===== config.mk =====
export PLATFORM = sky130hd
export DESIGN_NAME = mips_instruction_fetch_unit_flat
export DESIGN_NICKNAME = d
export VERILOG_FILES = /design/src/rtl/mips_fetch_pkg.sv /design/src/rtl/mips_instruction_fetch_unit_if.sv /design/src/rtl/mips_line_word_select.sv /design/src/rtl/mips_instruction_fetch_unit.sv /design/src/flat_wrapper.sv
export SDC_FILE = /design/constraint.sdc
export NUM_CORES = 1
export LEC_CHECK = 0
export BUFFER_PORTS_ARGS = -buffer_cell sky130_fd_sc_hd__buf_4
export CORE_ASPECT_RATIO = 0.9
export CORE_MARGIN = 5
export CORE_UTILIZATION = 45
export CTS_BUF_LIST = sky130_fd_sc_hd__clkbuf_2 sky130_fd_sc_hd__clkbuf_4 sky130_fd_sc_hd__clkbuf_8
export DETAILED_ROUTE_END_ITERATION = 12
export GPL_ROUTABILITY_DRIVEN = 0
export GPL_TIMING_DRIVEN = 0
export HOLD_SLACK_MARGIN = 0.1
export PLACE_DENSITY = 0.75
export SLEW_MARGIN = 20
export SYNTH_ARGS = -nofsm -noshare
export SYNTH_HDL_FRONTEND = slang
export SYNTH_HIERARCHICAL = 1
export SYNTH_SLANG_ARGS = --single-unit

===== constraint.sdc =====
create_clock -name ClockPulse -period 2.6 [get_ports ClockPulse]
set_input_delay 0.26 -clock ClockPulse [delete_from_list [all_inputs] [get_ports ClockPulse]]
set_output_delay 0.26 -clock ClockPulse [all_outputs]
set_load 0.05 [all_outputs]

===== src/rtl/mips_fetch_pkg.sv =====
// ---------------------------------------------------------------------------
// mips_fetch_pkg
// Shared definitions for the MIPS instruction fetch unit.
//   fetch_state_e    : FSM encoding (FETCH waits for a line, ISSUE hands out words)
//   line geometry    : 4 x 32-bit words per 128-bit line, 16-byte line alignment
//   line_base()      : line-aligned address for a given PC
// ---------------------------------------------------------------------------
package mips_fetch_pkg;

  typedef enum logic {
    FETCH = 1'b0,
    ISSUE = 1'b1
  } fetch_state_e;

  localparam int WORDS_PER_LINE   = 4;
  localparam int WORD_BITS        = 32;
  localparam int LINE_BITS        = WORDS_PER_LINE * WORD_BITS;
  localparam int LINE_OFFSET_BITS = 4;

  function automatic logic [31:0] line_base(input logic [31:0] pc);
    return {pc[31:LINE_OFFSET_BITS], {LINE_OFFSET_BITS{1'b0}}};
  endfunction

endpackage


===== src/rtl/mips_instruction_fetch_unit_if.sv =====
// ---------------------------------------------------------------------------
// mips_instruction_fetch_unit_if
// Bundles the fetch unit's memory-side, redirect and decode-side signals.
//   master : the fetch unit (drives address and the issued instruction)
//   slave  : memory / PC logic / decode stage seen as a single environment
// Signals:
//   InstructionAddress  line address to instruction memory
//   OutputInsMemory     128-bit line returned by memory (big-endian words)
//   BranchTaken/Target  single-cycle redirect strobe and its target PC
//   Instruction/InstructionPC/InstructionValid/InstructionReady
//                       valid/ready handshake towards decode
// ---------------------------------------------------------------------------
interface mips_instruction_fetch_unit_if;
  import mips_fetch_pkg::*;

  logic [31:0]          InstructionAddress;
  logic [LINE_BITS-1:0] OutputInsMemory;
  logic                 BranchTaken;
  logic [31:0]          BranchTarget;
  logic [WORD_BITS-1:0] Instruction;
  logic [31:0]          InstructionPC;
  logic                 InstructionValid;
  logic                 InstructionReady;

  modport master (
    output InstructionAddress,
    input  OutputInsMemory,
    input  BranchTaken,
    input  BranchTarget,
    output Instruction,
    output InstructionPC,
    output InstructionValid,
    input  InstructionReady
  );

  modport slave (
    input  InstructionAddress,
    output OutputInsMemory,
    output BranchTaken,
    output BranchTarget,
    input  Instruction,
    input  InstructionPC,
    input  InstructionValid,
    output InstructionReady
  );

endinterface


===== src/rtl/mips_line_word_select.sv =====
// ---------------------------------------------------------------------------
// mips_line_word_select
// Combinational 128->32 word mux. Word 0 (byte offset 0) sits in the most
// significant 32 bits of the line.
//   line_i : 128-bit instruction line
//   sel_i  : word index, pc[3:2]
//   word_o : selected instruction word
// ---------------------------------------------------------------------------
module mips_line_word_select
  import mips_fetch_pkg::*;
(
  input  logic [LINE_BITS-1:0] line_i,
  input  logic [1:0]           sel_i,
  output logic [WORD_BITS-1:0] word_o
);

  always_comb begin
    word_o = '0;
    unique case (sel_i)
      2'd0: word_o = line_i[127:96];
      2'd1: word_o = line_i[95:64];
      2'd2: word_o = line_i[63:32];
      2'd3: word_o = line_i[31:0];
    endcase
  end

endmodule


===== src/rtl/mips_instruction_fetch_unit.sv =====
// ---------------------------------------------------------------------------
// mips_instruction_fetch_unit
// Fetches 128-bit lines from instruction memory and issues one 32-bit
// instruction per valid/ready transfer to decode. No prefetch: a new line is
// requested only when the current one is used up or a branch redirects.
// Parameters:
//   RESET_PC     PC after reset (bits [1:0] forced to 0)
//   MEM_LATENCY  cycles from a stable address to valid line data (1..7)
// Ports:
//   ClockPulse   rising-edge clock
//   Reset        synchronous, active-high
//   bus          master side of mips_instruction_fetch_unit_if
// ---------------------------------------------------------------------------
module mips_instruction_fetch_unit
  import mips_fetch_pkg::*;
#(
  parameter logic [31:0] RESET_PC    = 32'h0000_0000,
  parameter int          MEM_LATENCY = 1
) (
  input  logic                          ClockPulse,
  input  logic                          Reset,
  mips_instruction_fetch_unit_if.master bus
);

  localparam logic [31:0] RESET_PC_ALIGNED = {RESET_PC[31:2], 2'b00};
  // FETCH lasts MEM_LATENCY+1 cycles: counter runs 0..MEM_LATENCY.
  localparam logic [2:0]  LAST_WAIT        = 3'(MEM_LATENCY);

  fetch_state_e         state_q, state_d;
  logic [2:0]           cnt_q, cnt_d;
  logic [31:0]          pc_q, pc_d;
  logic [LINE_BITS-1:0] line_q, line_d;
  logic [WORD_BITS-1:0] word_sel;

  mips_line_word_select u_word_select (
    .line_i (line_q),
    .sel_i  (pc_q[3:2]),
    .word_o (word_sel)
  );

  always_comb begin
    state_d = state_q;
    cnt_d   = cnt_q;
    pc_d    = pc_q;
    line_d  = line_q;

    if (bus.BranchTaken) begin
      // Redirect wins over FETCH completion and sequential advance; any
      // line arriving this cycle belongs to the old stream and is dropped.
      // A concurrent transfer needs no extra action: the word was accepted.
      pc_d    = bus.BranchTarget & ~32'd3;
      state_d = FETCH;
      cnt_d   = '0;
    end else begin
      unique case (state_q)
        FETCH: begin
          if (cnt_q == LAST_WAIT) begin
            line_d  = bus.OutputInsMemory;
            state_d = ISSUE;
            cnt_d   = '0;
          end else begin
            cnt_d = cnt_q + 3'd1;
          end
        end
        ISSUE: begin
          if (bus.InstructionReady) begin
            pc_d = pc_q + 32'd4;
            if (pc_q[3:2] == 2'd3) begin
              state_d = FETCH;
            end
          end
        end
      endcase
    end
  end

  always_ff @(posedge ClockPulse) begin
    if (Reset) begin
      state_q <= FETCH;
      cnt_q   <= '0;
      pc_q    <= RESET_PC_ALIGNED;
      line_q  <= '0;
    end else begin
      state_q <= state_d;
      cnt_q   <= cnt_d;
      pc_q    <= pc_d;
      line_q  <= line_d;
    end
  end

  // Address follows the PC's line, so it only moves on a line crossing or
  // redirect, and stays put for the whole FETCH window.
  assign bus.InstructionAddress = line_base(pc_q);
  assign bus.InstructionValid   = (state_q == ISSUE);
  assign bus.Instruction        = (state_q == ISSUE) ? word_sel : '0;
  assign bus.InstructionPC      = (state_q == ISSUE) ? pc_q : '0;

endmodule

===== src/flat_wrapper.sv =====
// flat-port wrapper written by rule: the top's interface ports become plain ports
module mips_instruction_fetch_unit_flat import mips_fetch_pkg::*;
#(
  parameter logic [31:0] RESET_PC    = 32'h0000_0000,
  parameter int          MEM_LATENCY = 1
)
  (ClockPulse, Reset, bus_InstructionAddress, bus_OutputInsMemory, bus_BranchTaken, bus_BranchTarget, bus_Instruction, bus_InstructionPC, bus_InstructionValid, bus_InstructionReady);
  mips_instruction_fetch_unit_if bus_i ();
  input  logic ClockPulse;
  input  logic Reset;
  output wire logic [$bits(bus_i.InstructionAddress)-1:0] bus_InstructionAddress;
  input wire logic [$bits(bus_i.OutputInsMemory)-1:0] bus_OutputInsMemory;
  input wire logic [$bits(bus_i.BranchTaken)-1:0] bus_BranchTaken;
  input wire logic [$bits(bus_i.BranchTarget)-1:0] bus_BranchTarget;
  output wire logic [$bits(bus_i.Instruction)-1:0] bus_Instruction;
  output wire logic [$bits(bus_i.InstructionPC)-1:0] bus_InstructionPC;
  output wire logic [$bits(bus_i.InstructionValid)-1:0] bus_InstructionValid;
  input wire logic [$bits(bus_i.InstructionReady)-1:0] bus_InstructionReady;
  assign bus_InstructionAddress = bus_i.InstructionAddress;
  assign bus_i.OutputInsMemory = bus_OutputInsMemory;
  assign bus_i.BranchTaken = bus_BranchTaken;
  assign bus_i.BranchTarget = bus_BranchTarget;
  assign bus_Instruction = bus_i.Instruction;
  assign bus_InstructionPC = bus_i.InstructionPC;
  assign bus_InstructionValid = bus_i.InstructionValid;
  assign bus_i.InstructionReady = bus_InstructionReady;
  mips_instruction_fetch_unit #(.RESET_PC(RESET_PC), .MEM_LATENCY(MEM_LATENCY)) u_core (.ClockPulse(ClockPulse), .Reset(Reset), .bus(bus_i));
endmodule

; Yosys cells after proc, flatten, opt, wreduce, memory -nomap -nowiden
; Index checks and enable logic that the tools add are counted.
[word_totals]
regBits = 164
out_inout_bits = 97
elab_cells = 31
[op_classes]
add_sub_neg = 2
eq_ne = 4
mux = 11
bitwise = 2
reduce_logical = 7
[ops]
columns = operator, count
row1 = 32-bit 2-to-1 mux, 5
row2 = 32-bit case mux with 4 select lines, 1
row3 = 32-bit by 3-bit adder with 32-bit output (second input constant), 1
row4 = 2-bit equality test (second input constant), 2
row5 = 2-bit AND reduction, 2
row6 = 2-bit nonzero test, 2
row7 = 3-bit by 1-bit adder with 3-bit output (second input constant), 1
row8 = 3-bit by 1-bit equality test with 1-bit output (second input constant), 1
row9 = 1-bit 2-to-1 mux, 3
row10 = 3-bit 2-to-1 mux, 1
row11 = 3-bit AND reduction, 1
row12 = 2-bit by 1-bit equality test with 1-bit output (second input constant), 1
row13 = 2-bit logical NOT, 1
row14 = 1-bit NOT, 2
row15 = 1-bit case mux with 2 select lines, 1
row16 = 2-bit OR reduction, 1

; Longest topological paths before layout
[depth]
word_depth = 4
ltp_mapped = 7
depth_no_buf = 6

; By module
; The synthesis kept the hierarchy.
[modules_own_cells]
columns = mod, instances, cells_each, area_each_um2, seq_area_each_um2
row1 = mips_instruction_fetch_unit, 1, 893, 6887.9, 3243.1
row2 = mips_line_word_select, 1, 39, 814.5, 0.0

; Worst setup path before layout
; OpenSTA, ideal clock, no wires.
[synth_path]
kind = reg-to-reg
start = reg u_core.state_q (netlist: u_core/bus.InstructionValid)
end = reg u_core.pc_q[31]
setup_time_ns = 0.086
t_arrival_ns = 2.109
required_time_ns = 2.514
slack_ns = 0.405
stages_incl_launch_ff = 7
n_path_buf = 1
synth_period_minus_slack_ns = 2.195
cell_sequence = dfxtp_1 -> buf_2 -> nand4_1 -> or4_4 -> nor4_2 -> xnor2_1 -> a211oi_1
[synth_between]
elab_chain_len = 2
[synth_rtl]
columns = element, line_no
row1 = "start, declared", mips_instruction_fetch_unit.sv:29  ; fetch_state_e state_q, state_d;
row2 = "start signal, assigned", mips_instruction_fetch_unit.sv:84  ; state_q <= state_d;
row3 = 2-bit nonzero test (no source line), -
row4 = 2-bit AND reduction (no source line), -
row5 = "end signal, assigned", mips_instruction_fetch_unit.sv:86  ; pc_q <= pc_d;
row6 = "end, declared", mips_instruction_fetch_unit.sv:31  ; logic [31:0] pc_q, pc_d;
; No other way between the ends.
; A chain may end at the register's enable or synchronous reset.

; Worst setup path in the final report
[layout_path]
start = reg u_core.state_q (netlist: u_core/bus.InstructionValid)
end = out bus_Instruction[28]
[layout_between]
elab_chain_len = 1
[layout_rtl]
columns = element, line_no
row1 = 32-bit 2-to-1 mux, mips_instruction_fetch_unit.sv:95  ; assign bus.Instruction = (state_q == ISSUE) ? word_sel : '0;
row2 = "end, declared", flat_wrapper.sv:15  ; output wire logic [$bits(bus_i.Instruction)-1:0] bus_Instruction;
; No other way between the ends.

==> flow_metrics.tcl <==
set metrics [dict create \
    n_fill_cell 1216 \
    fp.dieArea_um2 19840 \
    insertion_delay_ps 480 \
    wl_per_cell_um 18.25 \
    busiest_layer "met2" \
    gr-usage-met1 0.3245 \
    fmax_mhz 400.6 \
    initialDrtViolationCount 630 \
    synth_top_cell_by_area "dfxtp_1" \
    critical_path_class "reg -> out" \
    grt.total_usage 0.2867 \
    pre_cts_ws_ps 144.3 \
    ios 261 \
    tightest_slew_ps 693.4 \
    use_met3 0.07703 \
    combPwrFrac 0.190 \
    fin_nets 1528 \
    fin_tns_setup_ps 0 \
    pwr-share-clk 0.341 \
    cts_setup_buffers 0 \
    dr_total_vias 8490 \
    grt_pass1_vias 8761 \
    yosys_warnings 6 \
    max_slew_margin 0.5377 \
    synth_commonest_cells "277 x nand2_1, 162 x dfxtp_1, 142 x a21oi_1" \
    async_flop_share 0 \
    drv_cap 0 \
    setup_viol_count_final 0 \
    clkSinkCount 162 \
    worst-path-stages 5 \
    htreeDepth 4 \
    cp_num_buf_inv 4 \
    hp-class "in -> reg" \
    synth_cells 932 \
    cts_root_buf "clkbuf_8" \
    synth_area_leaders "dfxtp_1 42%, nand2_1 13%, a21oi_1 9.2%, mux4_2 8.8%, and2_1 5.0%" \
    arrival_ps 2240 \
    clock_skew_ps 18.00 \
    ir_drop_v 0.0004005 \
    cts_inserted_buffers 17 \
    synth-seq-cells 162 \
    clk_pin_slew_worst_paths_ps 90 \
    netlist_area_um2 7702 \
    synth_edf_count 0 \
    grt_pass1_wl_um 44840 \
    critPathMaxFanout 10 \
    portBuffers 251 \
    final_hold_viol_count 0 \
    antenna_found_initial 2 \
    rsz0062_at_grt "no" \
    hpwl_um 19120 \
    cpLargestDelayFamily "buffers and inverters" \
    synth_top_area_share 0.4211 \
    finalCritPeriodShare 0.9602 \
    slew_viol_final 0 \
    grt_overflow 0 \
    cpPeakStageDelay_ps 450 \
    seq_power_share 0.469 \
    core_um2 16830 \
    status "finished clean" \
    routed_wirelength_um 29010 \
    r2r_cells 7 \
    ys_types 47 \
    min_period_ps 2496 \
    drc 0 \
    crit_chain "buf_2 -> clkbuf_2 -> clkbuf_1 -> and2_1 -> buf_4" \
    start_util 0.4575 \
    use_met2 0.4955 \
    drive_above_1_share 0.2662 \
    startpoint_type "register" \
    leakagePower_nw 4.780 \
    synth_seq_area_share 0.4211 \
    p_sw_frac 0.2881 \
    crit_path_end_kind "output port" \
    yosysMostFrequentCell "nand2_1" \
    cp.required_ps 2340 \
    hold_depth 3 \
    avgSynthCellArea_um2 8.264 \
    die_h_um 134.1 \
    intPower_mw 4.047 \
    yosys_most_used_dff "dfxtp_1" \
    layout_setup_ws_ps 103.6 \
    p_switching_mw 1.637 \
    ant_nets 0 \
    cts_buffer_depth 2 \
    first_pass_iters 5 \
    die_w_um 147.9 \
    slowest_stage "clkbuf_1" \
    synthToLayoutAreaGrowth_pct 53.90 \
    vias_per_cell 5.340 \
    row_count 45 \
    grt_max_degree 17 \
    cts_tree "done" \
    powerDensity_nw_per_um2 479.5 \
]
-- kinds of logic after synthesis --
group	synth area share
flip-flops	0.4211
XOR/XNOR	0.02956
AO/OA/AOI/OAI	0.1139
buffers and inverters	0.08171
AND/OR/NAND/NOR	0.2520
other	0.0004869
adder cells (fa/ha/maj)	0.001624
multiplexers	0.09974
-- area by class of cell --
| cell class | instances | area [um2] | area share |
|---|---|---|---|
| flip-flops and latches | 162 | 3244 | 0.2737 |
| clock inverters | 12 | 148.9 | 0.01256 |
| inverters | 11 | 41.29 | 0.003483 |
| multi-input cells | 660 | 3849 | 0.3247 |
| plain buffers | 104 | 589.3 | 0.04971 |
| diodes | 4 | 10.01 | 0.0008444 |
| clock buffers | 19 | 261.5 | 0.02206 |
| repair buffers | 407 | 3446 | 0.2907 |
| well taps | 211 | 264.0 | 0.02227 |
-- tightest hold or removal path, delay by kind of cell --
family / cells / cell delay [ps]
buf+inv: 1 / 110
simple gates: 1 / 110
compound gates: 1 / 60
-- power groups by stage --
stage,clock network (mW),logic [mW],registers (mW)
finish,1.94,1.08,2.67
detailed placement,0,0.863,2.72
global route,2.07,1.15,2.68
global placement,0,0.853,2.72
floorplan,0,0.510,2.69
CTS,1.96,1.06,2.66
-- sequential cells by signal, indices dropped and copies added, names as in the netlist --
register                     flops
u_core/line_q                  128
u_core/pc_q                     30
u_core/cnt_q                     3
u_core/bus.InstructionValid      1
-- layer usage --
layer	vias up	share of wire
li1	3967	-
met1	3952	0.38
met2	469	0.49
met3	102	0.089
met4	0	0.045
met5	-	0
-- timing repair --
item,4_1_cts,5_1_grt
pin swaps,0,0
hold buffers,156,0
resized for setup,1,2
endpoints found under the setup margin,31,2
endpoints found under the hold margin,156,0
-- through the flow --
stage               instances  power (mW)  cell area [um2]  hold WS [ps]    util
finish                   1590       5.684            11850         115.6  0.7041
floorplan                 937       3.201             7721         396.0       -
CTS                      1586       5.676            11840         102.2  0.7035
detailed placement       1399       3.584             9869         444.2  0.5863
global route             1587       5.892            11850         106.7  0.7037
global placement         1399       3.570             9869         437.5  0.5863
-- final timing paths --
check | start | end | slack (ps)
worst max-delay path | u_core/bus.InstructionValid$_SDFF_PP0_ | bus_Instruction[28] | 100
worst min-delay path | bus_BranchTarget[31] | u_core/pc_q[31]$_SDFFE_PP0P_ | 120
worst max register to register | u_core/bus.InstructionValid$_SDFF_PP0_ | u_core/line_q[56]$_SDFFE_PP0P_ | 140
worst min register to register | u_core/line_q[91]$_SDFFE_PP0P_ | u_core/line_q[91]$_SDFFE_PP0P_ | 460
-- cells in the final DEF (no fill, tap or decap), types with 4 or more instances in the layout --
master and count:
buf_4 285, nand2_1 277, dfxtp_1 161, dlygate4sd3_1 156, a21oi_1 142, and2_1 62, clkbuf_1 53, mux4_2 30
nor2_1 28, clkbuf_8 19, xnor2_1 19, nor4_1 15, inv_1 11, nand3_1 10, a211oi_1 9, nand4_1 8
xor2_1 7, buf_1 6, conb_1 6, buf_2 5, o21ai_0 5, diode_2 4, and4_1 4, nor3_1 4
mux2i_1 4
(Power assumes the default switching activity.)
